===== src/rtl/stopwatch_ctrl_pkg.sv =====
// Shared definitions for the stopwatch controller: FSM encoding and default
// prescaler / debounce terminal counts for a 50 MHz clock.
package stopwatch_ctrl_pkg;

  typedef logic [1:0] state_t;

  localparam state_t ST_IDLE  = 2'd0;
  localparam state_t ST_RUN   = 2'd1;
  localparam state_t ST_PAUSE = 2'd2;

  localparam int MCNT_1S_DEF   = 50_000_000 - 1;
  localparam int MCNT_20MS_DEF = 1_000_000 - 1;

endpackage


===== src/rtl/key_filter.sv =====
// Push-button conditioner: 2-flop synchroniser, debounce filter, and a
// one-cycle press pulse on an accepted high-to-low transition.
module key_filter #(
  parameter int MCNT_20MS = stopwatch_ctrl_pkg::MCNT_20MS_DEF
) (
  input  logic clk,
  input  logic rst_n,
  input  logic key_n,
  output logic press
);

  localparam int CW = (MCNT_20MS > 0) ? $clog2(MCNT_20MS + 1) : 1;
  localparam logic [CW-1:0] CNT_MAX = CW'(MCNT_20MS);

  logic          sync1;
  logic          sync2;
  logic          level;
  logic [CW-1:0] cnt;

  // A new level is taken only after MCNT_20MS+1 consecutive differing
  // samples; any sample matching the accepted level restarts the count.
  always_ff @(posedge clk) begin
    if (!rst_n) begin
      sync1 <= 1'b1;
      sync2 <= 1'b1;
      level <= 1'b1;
      cnt   <= '0;
      press <= 1'b0;
    end else begin
      sync1 <= key_n;
      sync2 <= sync1;
      press <= 1'b0;
      if (sync2 == level) begin
        cnt <= '0;
      end else if (cnt == CNT_MAX) begin
        level <= sync2;
        cnt   <= '0;
        press <= ~sync2;
      end else begin
        cnt <= cnt + 1'b1;
      end
    end
  end

endmodule


===== src/rtl/stopwatch_ctrl.sv =====
// Two-digit BCD stopwatch: start/stop and clear keys drive an IDLE/RUN/PAUSE
// FSM that gates a 1 s prescaler feeding a 00..99 BCD seconds counter.
module stopwatch_ctrl
  import stopwatch_ctrl_pkg::*;
#(
  parameter int MCNT_1S   = MCNT_1S_DEF,
  parameter int MCNT_20MS = MCNT_20MS_DEF
) (
  input  logic       Clk,
  input  logic       Reset_n,
  input  logic       Key_Start_n,
  input  logic       Key_Clear_n,
  output logic [7:0] Disp_Data,
  output logic       Running,
  output logic       Wrap
);

  localparam int PW = (MCNT_1S > 0) ? $clog2(MCNT_1S + 1) : 1;
  localparam logic [PW-1:0] PRESC_MAX = PW'(MCNT_1S);

  logic          start_press;
  logic          clear_press;
  state_t        state;
  state_t        state_nxt;
  logic [PW-1:0] presc;
  logic [3:0]    ones;
  logic [3:0]    tens;
  logic          tick;

  key_filter #(.MCNT_20MS(MCNT_20MS)) u_start (
    .clk   (Clk),
    .rst_n (Reset_n),
    .key_n (Key_Start_n),
    .press (start_press)
  );

  key_filter #(.MCNT_20MS(MCNT_20MS)) u_clear (
    .clk   (Clk),
    .rst_n (Reset_n),
    .key_n (Key_Clear_n),
    .press (clear_press)
  );

  assign tick = (state == ST_RUN) && (presc == PRESC_MAX);

  // Clear overrides start; unused encodings fall back to IDLE.
  always_comb begin
    state_nxt = ST_IDLE;
    if (!clear_press) begin
      case (state)
        ST_IDLE:  state_nxt = start_press ? ST_RUN   : ST_IDLE;
        ST_RUN:   state_nxt = start_press ? ST_PAUSE : ST_RUN;
        ST_PAUSE: state_nxt = start_press ? ST_RUN   : ST_PAUSE;
        default:  state_nxt = ST_IDLE;
      endcase
    end
  end

  always_ff @(posedge Clk) begin
    if (!Reset_n) begin
      state   <= ST_IDLE;
      presc   <= '0;
      ones    <= 4'd0;
      tens    <= 4'd0;
      Running <= 1'b0;
      Wrap    <= 1'b0;
    end else begin
      state   <= state_nxt;
      Running <= (state == ST_RUN);
      Wrap    <= 1'b0;
      if (clear_press || ((state != ST_RUN) && (state != ST_PAUSE))) begin
        presc <= '0;
        ones  <= 4'd0;
        tens  <= 4'd0;
      end else if (state == ST_RUN) begin
        presc <= tick ? '0 : presc + 1'b1;
        if (tick) begin
          if (ones == 4'd9) begin
            ones <= 4'd0;
            if (tens == 4'd9) begin
              tens <= 4'd0;
              Wrap <= 1'b1;
            end else begin
              tens <= tens + 4'd1;
            end
          end else begin
            ones <= ones + 4'd1;
          end
        end
      end
    end
  end

  assign Disp_Data = {tens, ones};

endmodule

===== config.mk =====
export PLATFORM = sky130hd
export DESIGN_NAME = stopwatch_ctrl
export DESIGN_NICKNAME = d
export VERILOG_FILES = /design/src/rtl/stopwatch_ctrl_pkg.sv /design/src/rtl/key_filter.sv /design/src/rtl/stopwatch_ctrl.sv
export SDC_FILE = /design/constraint.sdc
export NUM_CORES = 1
export LEC_CHECK = 0
export CELL_PAD_IN_SITES_DETAIL_PLACEMENT = 1
export CELL_PAD_IN_SITES_GLOBAL_PLACEMENT = 2
export CORE_ASPECT_RATIO = 1.25
export CORE_MARGIN = 4
export CORE_UTILIZATION = 41
export DETAILED_ROUTE_END_ITERATION = 8
export PLACE_DENSITY = 0.9
export SYNTH_ARGS = -nofsm -noshare
export SYNTH_HDL_FRONTEND = slang
export SYNTH_SLANG_ARGS = --single-unit

===== constraint.sdc =====
create_clock -name Clk -period 3.07 [get_ports Clk]
set_input_delay 0.4605 -clock Clk [delete_from_list [all_inputs] [get_ports Clk]]
set_output_delay 0.4605 -clock Clk [all_outputs]
set_load 0.03 [all_outputs]

==> metrics.md, run 1 <==
| Metric | Value |
|---|---|
| Overflow after GRT | `0` |
| Sequential share of the synthesized area | `45.2%` |
| Hold buffers post-CTS | `0` |
| RSZ-0062 raised after global routing | `no` |
| Kind of critical path | `register to register` |
| Post-DP HPWL | `5530 µm` |
| Crit-path slowest cell | `o31ai_2` |
| CTS buffer count | `9` |
| # clock sinks | `86` |
| Worst R2R Setup Slack | `0.76 ns` |
| Synth Area in XOR/XNOR | `13.3%` |
| Post-synthesis register bit count | `86` |
| Routed vias/inst | `5.08` |
| Finished Core Util | `47.8%` |
| Tightest Hold Check Type | `register to register` |
| Min-delay src | `u_start.sync1$_SDFF_PN1_` |
| Slew margin rel. | `48.2%` |
| Status | `finished, final reports clean` |
| Worst r2r src | `state[1]$_SDFF_PP0_` |
| Largest net degree at the start of global routing | `21` |
| Setup total negative slack | `0 ns` |
| Buffers added on ports | `13` |
| R2R depth | `7` |
| Main combinational cell family by area after synthesis | `simple AND/OR/NAND/NOR gates` |
| WL final | `7750 µm` |
| Number of global-route vias before repair | `2989` |
| Worst path top cell family by delay | `simple AND/OR/NAND/NOR gates` |
| Setup Fix Bufs, Post-CTS | `0` |
| Worst-skew pair later-pin latency | `0.33 ns` |
| Highest clock rate | `433 MHz` |
| Via count | `2898` |
| Crit-path max cell delay | `0.48 ns` |
| Die height | `116 µm` |
| Avg WL per Cell | `13.6 µm` |
| Cell area after layout | `0.00436 mm²` |
| Total GRT Usage | `15.8%` |
| R2r endpoint | `presc[25]$_SDFFE_PP0N_` |
| TritonCTS clock tree | `done` |
| Leak pwr | `1.38 nW` |
| GP Congestion | `0.740` |
| Final Hold Viols | `0` |
| Rows | `39` |
| CP cell instances | `inv_1 -> ha_1 -> and3_1 -> nand2_1 -> o31ai_2 -> nor2_1 -> mux2_2` |
| H-tree depth | `3` |
| Ys flop type | `dfxtp_1` |
| Post-Synth Simple-Gate Area | `31.2%` |
| Syn Std Cell Area | `0.00381 mm²` |
| Synth Area in Compound Gates | `3.75%` |
| Die ar. | `0.0109 mm²` |
| Post-synthesis mux area share | `1.61%` |
| Initial DRC count | `66` |
| Core ar. | `0.00913 mm²` |
| Final min period | `2.31 ns` |
| Drt drc | `0` |
| Maxcap violations | `0` |
| Longest Clk Path Bufs | `2` |
| P&R area growth vs syn | `14.6%` |
| Peak supply drop | `233 µV` |
| Dpl ws | `0.759 ns` |
| Layout cells sized above 1 | `7.37%` |
| Die width | `94.2 µm` |
| Critical Path RT | `3.29 ns` |
| FFs w/ async S/R, synth | `0%` |
| CP Max Fanout | `13` |
| Synth Area in Adders | `2.30%` |
| Clock root buffer | `clkbuf_16` |
| Hold path depth | `1` |
| Mapped Avg Cell Area | `8.94 µm²` |
| Post-CTS Resized | `0` |
| Global-route wire length before repair | `13700 µm` |
| CP Launch Type | `register` |
| # diodes | `0` |
| Fin worst setup slack | `0.762 ns` |
| Synth Instances | `426` |
| CP endpoint kind | `register` |
| Clk pin slew, worst setup/hold paths | `0.06 ns` |
| Post-synthesis cell type count | `42` |
| Arr. time, crit path | `2.53 ns` |
| Power per cell area | `499 mW/mm²` |
| Drt pass-1 iters | `4` |
| Initial antenna violation count | `0` |
| Hold EP | `u_start.sync2$_SDFF_PN1_` |
| Syn nets | `437` |
| Initial core utilization | `41.7%` |
| Final period utilization | `75.2%` |
| Dpl cell area | `0.00408 mm²` |
| Number of synthesized flops with an enable pin | `0` |
| Clk_skew | `0.00887 ns` |
| Setup violations, final | `0` |
| Worst slew pin tran | `0.771 ns` |
| CP Depth | `7` |
| Final #Nets | `454` |
| Bufs and invs on worst path | `1` |
| Final Max Slew Viols | `0` |
| Synth Warn # | `0` |
| Detail Route Antenna Nets | `0` |
| IO Pins | `14` |
## final cells by class
class	count	area, µm²
clock buffer	13	270
clock inverter	3	17.5
fill	1062	4760
inverter	14	52.6
multi-input combinational	315	1990
sequential	86	1720
tap	123	154
timing repair buffer	17	160
## stage by stage
step                      instances  hold WS [ns]  power [W]
after floorplan                 426         0.386    0.00115
after global placement          555         0.390    0.00116
after detailed placement        555         0.406    0.00116
after CTS                       571         0.421    0.00221
after global routing            571         0.432    0.00225
final                           571         0.418    0.00218
## worst max-delay path by stage
stage	from	end
5_1_grt	state[1]$_SDFF_PP0_	presc[25]$_SDFFE_PP0N_
2_1_floorplan	presc[12]$_SDFFE_PP0N_	presc[25]$_SDFFE_PP0N_
4_1_cts	state[1]$_SDFF_PP0_	presc[25]$_SDFFE_PP0N_
6_report	state[1]$_SDFF_PP0_	presc[25]$_SDFFE_PP0N_
3_5_place_dp	state[1]$_SDFF_PP0_	presc[25]$_SDFFE_PP0N_
3_3_place_gp	Reset_n	presc[25]$_SDFFE_PP0N_
## cells in the mapped netlist (6+ instances only)
cell type  count  area share (%)
nor2_1        78             7.7
dfxtp_1       86              45
nand2b_1       7             1.1
and4_1        10             2.3
a21oi_1       12             1.6
clkbuf_1       6            0.59
xor2_1        35             8.0
nand3_1       28             3.7
and3_1         6            0.99
inv_1         14             1.4
ha_1           7             2.3
xnor2_1       23             5.3
nor3_1        10             1.3
nand4_1       14             2.3
nand2_1       28             2.8
nor4_1         6            0.99
## metal layers
layer	wire length (µm)	part of all wire [%]	global-route usage [%]
met1	3490	45	18.4
met2	3970	51	27.7
met3	130	1.7	2.60
met4	162	2.1	8.19
met5	0	0	0
## placed cells by master (no fill, tap or decap), types with 2 or more instances in the layout
master           count
and3_1               6
buf_4                4
nor2_1              78
clkbuf_8             3
nor4b_1              5
nor3_1              10
nor4_4               2
o21ai_1              2
nor2b_1              4
nand3_1             28
and4_1              10
inv_1               14
nand3b_1             5
nand2_1             28
nand4_1             14
ha_1                 7
clkinv_2             2
xnor2_1             23
o21ai_0              5
mux2i_1              5
nand2b_1             7
nor4_1               6
clkdlybuf4s50_1     13
or3_1                3
and2_1               4
dfxtp_1             86
clkbuf_16            9
xor2_1              35
a21oi_1             12
## kinds of logic (layout without fill, tap and decap cells)
logic type	count (synthesis)	count (layout)
xor+xnor	58	58
flops	86	86
compound gates	24	24
simple gates	220	220
fa+ha+maj	7	7
mux	6	6
buf+inv	25	47
## report_power, final
group	internal, W	leakage [nW]	switching (W)
registers	0.00112	0.694	0.00000198
logic	0.00000693	0.541	0.00000816
clock network	0.000612	0.142	0.000429
## flip-flops by register name, summed over array words and instances, names as in the netlist, 2 cells and up
signal       flops
presc           26
u_clear.cnt     20
u_start.cnt     20
ones             4
tens             4
state            2
Power figures use the tool's default switching activity.
==> inputs of run 2 (changes only) <==
CORE_UTILIZATION = 34   (was 41)
PLACE_DENSITY = 0.8   (was 0.9)
clock period = 1.9 ns   (was 3.07 ns; I/O delays follow)
==> run 2 against run 1 <==
Against the previous run: wire length is 11% higher; die area rose by 19%; via count up 4.5%; global-route usage fell by 1.9 points; final area grew 6.8%; clock-buffer cell count fell by 4; clock skew down 0.0048 ns; clock power grew 63%; hold slack got worse by 0.0048 ns; critical path type unchanged.
==> metrics.md, run 2 (synthesized netlist as in run 1, its figures left out) <==
| Metric | Value |
|---|---|
| Status | `finished, final reports clean` |
| TritonCTS clock tree | `done` |
| Hold EP | `u_clear.sync2$_SDFF_PN1_` |
| Total Power | `0.00353 W` |
| Final hold slack | `0.413 ns` |
| Crit-path slowest cell | `or4_4` |
| CP endpoint kind | `register` |
| Most common cell after layout, fill and taps aside | `dfxtp_1` |
| Initial core utilization | `35.4%` |
| H-tree depth | `3` |
| Hold path depth | `1` |
| Top layer in use | `met4` |
| Worst slew pin tran | `0.370 ns` |
| Final period utilization | `96.6%` |
| Layout cells sized above 1 | `15.7%` |
| Number of global-route vias before repair | `3083` |
| Worst path top cell family by delay | `simple AND/OR/NAND/NOR gates` |
| Final min period | `1.84 ns` |
| IO Pins | `14` |
| Longest Clk Path Bufs | `2` |
| R2r endpoint | `ones[3]$_SDFFE_PP0P_` |
| Final Max Slew Viols | `0` |
| Routed vias/inst | `5.01` |
| Initial antenna violation count | `0` |
| Initial DRC count | `87` |
| Largest registers | `presc: 26 flops, u_clear.cnt: 20 flops, u_start.cnt: 20 flops` |
| Crit-path max cell delay | `0.61 ns` |
| Post-DP HPWL | `6080 µm` |
| Drt pass-1 iters | `4` |
| Overflow after GRT | `0` |
| Commonest non-fill, non-tap cells in the layout | `dfxtp_1 (83), nor2_1 (78), xor2_1 (35)` |
| WL final | `8570 µm` |
| Detail Route Antenna Nets | `0` |
| CTS buffer count | `9` |
| Die height | `126 µm` |
| CP Max Fanout | `5` |
| Largest net degree at the start of global routing | `21` |
| Critical Path RT | `2.12 ns` |
| Final #Nets | `480` |
| Core ar. | `0.0108 mm²` |
| Largest register by flop count | `presc` |
| Arr. time, crit path | `2.05 ns` |
| CP cell instances | `nor4_4 -> nand4_4 -> or4_4 -> o21ai_2 -> a21oi_1` |
| Max FFs per register | `26` |
| Tightest Hold Check Type | `register to register` |
| Finished Core Util | `43.3%` |
| Kind of critical path | `register to register` |
| R2R depth | `5` |
| Met2 wire len | `4360 µm` |
| GP Congestion | `0.757` |
| Clock root buffer | `clkbuf_16` |
| Global-route wire length before repair | `14500 µm` |
| Total GRT Usage | `13.9%` |
| Min-delay src | `u_clear.sync1$_SDFF_PN1_` |
| # clock sinks | `86` |
| Wl on met1 | `3930 µm` |
| Buffers added on ports | `13` |
| Leak pwr | `1.56 nW` |
| Rows | `42` |
| Setup violations, final | `0` |
| Maxcap violations | `0` |
| Via count | `3029` |
| CP Launch Type | `register` |
| Clk pin slew, worst setup/hold paths | `0.06 ns` |
| P&R area growth vs syn | `22.3%` |
| Avg WL per Cell | `14.2 µm` |
| Final Hold Viols | `0` |
| Peak supply drop | `353 µV` |
| Slew margin rel. | `74.7%` |
| Die width | `103 µm` |
| # diodes | `0` |
| Worst r2r src | `presc[16]$_SDFFE_PP0N_` |
| Worst-skew pair later-pin latency | `0.33 ns` |
| Die ar. | `0.0130 mm²` |
| Power per cell area | `757 mW/mm²` |
| RSZ-0062 raised after global routing | `yes` |
| Bufs and invs on worst path | `0` |
| Met3 wire len | `177 µm` |
| Drt drc | `0` |
| Setup total negative slack | `0 ns` |
| Clk_skew | `0.00411 ns` |
| Worst R2R Setup Slack | `0.06 ns` |
| Highest clock rate | `545 MHz` |
## run 2: cell count changes in the layout (fill, tap and decap cells not counted), moves of 2 or more
cell / change
nor3_1: -2
and4_4: +2
dfxtp_1: -3
nor4_2: +2
o21ai_1: -2
buf_4: +25
o21ai_2: +2
dfxtp_2: +2
nor4_1: -2
clkdlybuf4s50_1: -2
clkbuf_8: -3
and4_1: -2
nor3_2: +2
## run 2: where the power goes
part | switching (W) | internal [W] | total, W
Combinational | 0.0000143 | 0.0000146 | 0.0000289
Clock | 0.000693 | 0.000996 | 0.00169
Sequential | 0.00000302 | 0.00181 | 0.00181
## run 2: how the worst max path moves through the flow
stage | endpoint | startpoint | slack (ns) | cells after the start
2_1_floorplan | presc[25]$_SDFFE_PP0N_ | presc[12]$_SDFFE_PP0N_ | 0.14 | 5
4_1_cts | Disp_Data[5] | tens[1]$_SDFFE_PP0P_ | 0.03 | 1
3_3_place_gp | presc[25]$_SDFFE_PP0N_ | state[1]$_SDFF_PP0_ | 0.03 | 6
6_report | ones[3]$_SDFFE_PP0P_ | presc[16]$_SDFFE_PP0N_ | 0.06 | 5
3_5_place_dp | presc[25]$_SDFFE_PP0N_ | state[1]$_SDFF_PP0_ | -0.03 | 6
5_1_grt | tens[3]$_SDFFE_PP0P_ | presc[21]$_SDFFE_PP0N_ | -0.02 | 6
## run 2: layout make-up
cell class                      instances  area, µm²
Tap cell                              132        165
Timing Repair Buffer                   43        369
Sequential cell                        86       1730
Multi-Input combinational cell        315       2070
Inverter                               14       52.6
Clock inverter                          5       52.6
Clock buffer                            9        225
Fill cell                            1234       6110
## run 2: timing repair
item | in CTS | in global routing
hold buffers | 0 | 0
gates resized for setup | 6 | 18
setup endpoints to repair | 5 | 45
pin swaps | 2 | 7
setup buffers | 1 | 3
## run 2: stage by stage
step,cells,instance area [µm²],setup WS [ns]
CTS,601,4570,0.0318
global placement,586,4260,0.0322
finish,604,4660,0.0644
floorplan,426,3810,0.138
global route,604,4660,-0.0227
detailed placement,586,4260,-0.0287
## run 2: per-layer routing
metal  GRT usage, %  up-vias
met1           17.4     1469
met2           23.3       15
met5              0        -
met3           3.19        8
met4           4.40        0
li1               -     1537
==> inputs of run 3 (changes only) <==
REMOVE_ABC_BUFFERS = 1   (was unset)
==> run 3 against run 2 <==
Against the previous run: non-clock buffer count rose by 1; sequential share of layout area fell by 0.22 points; clock power up 12%; core utilization up 0.16 points; die area did not move; clock skew is 0.0019 ns higher; via count up 0.43%; hold slack worse by 0.0060 ns; global-route usage shrank 0.20 points; register-to-register slack better by 0.02 ns; sequential power hardly changed; wire length fell by 3.7%; largest power group is now the clock network.
==> metrics.md, run 3 (synthesized netlist as in run 1, its figures left out) <==
| Metric | Value |
|---|---|
| Longest Clk Path Bufs | `2` |
| Core ar. | `0.0108 mm²` |
| CP Max Fanout | `5` |
| Slew margin rel. | `75.9%` |
| Setup total negative slack | `0 ns` |
| Dpl ws | `0.00660 ns` |
| Worst-skew pair later-pin latency | `0.33 ns` |
| Power per cell area | `797 mW/mm²` |
| Setup violations, final | `0` |
| Hold buffers post-CTS | `0` |
| Tightest Hold Check Type | `register to register` |
| Die width | `103 µm` |
| Commonest non-fill, non-tap cells in the layout | `dfxtp_1 (84), nor2_1 (78), xor2_1 (35)` |
| Avg WL per Cell | `13.6 µm` |
| Highest clock rate | `550 MHz` |
| Number of global-route vias before repair | `3267` |
| CP Launch Type | `register` |
| Kind of critical path | `register to register` |
| CP Depth | `6` |
| WL final | `8250 µm` |
| Final Max Slew Viols | `0` |
| Initial antenna violation count | `0` |
| R2r endpoint | `presc[25]$_SDFFE_PP0N_` |
| Clk_skew | `0.00603 ns` |
| Final min period | `1.82 ns` |
| IO Pins | `14` |
| Max FFs per register | `26` |
| TritonCTS clock tree | `done` |
| Initial DRC count | `63` |
| Arr. time, crit path | `2.04 ns` |
| Clk pin slew, worst setup/hold paths | `0.06 ns` |
| Largest net degree at the start of global routing | `21` |
| Die height | `126 µm` |
| Maxcap violations | `0` |
| End of the critical path | `presc[25]$_SDFFE_PP0N_` |
| Worst R2R Setup Slack | `0.08 ns` |
| Die ar. | `0.0130 mm²` |
| Total GRT Usage | `13.7%` |
| Worst slew pin tran | `0.359 ns` |
| Critical Path RT | `2.12 ns` |
| # clock sinks | `86` |
| Worst path top cell family by delay | `simple AND/OR/NAND/NOR gates` |
| Rows | `42` |
| Fillers | `1247` |
| CP cell instances | `inv_1 -> ha_2 -> nand4_1 -> nor3_2 -> and4_1 -> mux2_2` |
| Largest register by flop count | `presc` |
| Layout cells sized above 1 | `14.5%` |
| Final #Nets | `481` |
| Crit. Startpoint | `state[1]$_SDFF_PP0_` |
| GP Congestion | `0.798` |
| Leak pwr | `1.57 nW` |
| Final Hold Viols | `0` |
| Worst r2r src | `state[1]$_SDFF_PP0_` |
| Overflow after GRT | `0` |
| P&R area growth vs syn | `22.8%` |
| Via count | `3042` |
| Status | `finished, final reports clean` |
| CP endpoint kind | `register` |
| CTS buffer count | `9` |
| Crit-path slowest cell | `mux2_2` |
| Bufs and invs on worst path | `1` |
| Fin worst setup slack | `0.0810 ns` |
| Most common cell after layout, fill and taps aside | `dfxtp_1` |
| Initial core utilization | `35.4%` |
| Non-filler cells, final | `607` |
| Largest registers | `presc: 26 flops, u_clear.cnt: 20 flops, u_start.cnt: 20 flops` |
| RSZ-0062 raised after global routing | `yes` |
| Clock root buffer | `clkbuf_16` |
| # diodes | `0` |
| Dpl cells | `589` |
| Drt pass-1 iters | `4` |
| Routed vias/inst | `5.01` |
| Peak supply drop | `338 µV` |
| Finished Core Util | `43.4%` |
| Post-DP HPWL | `5960 µm` |
| Final period utilization | `95.7%` |
| Crit-path max cell delay | `0.35 ns` |
| Drt drc | `0` |
| Buffers added on ports | `13` |
| R2R depth | `6` |
| Detail Route Antenna Nets | `0` |
| H-tree depth | `3` |
| Global-route wire length before repair | `14600 µm` |
[run 3: layer usage]
metal	global-route usage, %	share of wire (%)	wire length [µm]	vias to the layer above
li1	-	-	-	1535
met3	2.36	1.8	151	11
met1	16.3	45	3710	1477
met5	0	0	0	-
met4	5.64	1.6	130	0
met2	23.8	52	4260	19
[run 3: how the worst min path moves through the flow]
stage                     cells after the start                startpoint                    endpoint  slack [ns]
after floorplan                               1                   Reset_n  u_clear.level$_SDFFE_PN1P_        0.35
after global placement                        1  u_clear.sync1$_SDFF_PN1_    u_clear.sync2$_SDFF_PN1_        0.39
after detailed placement                      1  u_start.sync1$_SDFF_PN1_    u_start.sync2$_SDFF_PN1_        0.40
after CTS                                     1  u_start.sync1$_SDFF_PN1_    u_start.sync2$_SDFF_PN1_        0.41
after global routing                          1  u_start.sync1$_SDFF_PN1_    u_start.sync2$_SDFF_PN1_        0.44
final                                         1  u_start.sync1$_SDFF_PN1_    u_start.sync2$_SDFF_PN1_        0.41
[run 3: power by group]
part / internal [W] / switching, W / leakage [nW] / total, W
Combinational: 0.0000153 / 0.0000146 / 0.719 / 0.0000299
Clock: 0.00118 / 0.000704 / 0.154 / 0.00189
Sequential: 0.00181 / 0.00000305 / 0.695 / 0.00181
[run 3: layout make-up]
class                   instances  area [µm²]  area share [%]
clock buffers                  10         239            5.11
clock inverters                 6        85.1            1.82
inverters                      14        52.6            1.12
multi-input cells             315        2020            43.3
flip-flops and latches         86        1720            36.9
well taps                     132         165            3.53
repair buffers                 44         387            8.27
[run 3: through the flow]
stage | hold slack [ns] | instance area, µm² | total power [W]
finish | 0.407 | 4680 | 0.00373
global route | 0.436 | 4680 | 0.00387
CTS | 0.411 | 4630 | 0.00379
detailed placement | 0.397 | 4300 | 0.00188
global placement | 0.392 | 4300 | 0.00188
floorplan | 0.347 | 3760 | 0.00186
[run 3: worst register-to-register path: stages, from the launching register on]
cell and delay (ns):
dfxtp_1 0.33, inv_1 0.09, ha_2 0.22, nand4_1 0.23, nor3_2 0.24, and4_1 0.26, mux2_2 0.35
[run 3: timing repair]
action	CTS	global route
endpoints found under the setup margin	3	20
setup buffers	0	2
resized for setup	3	8
pin swaps	0	8
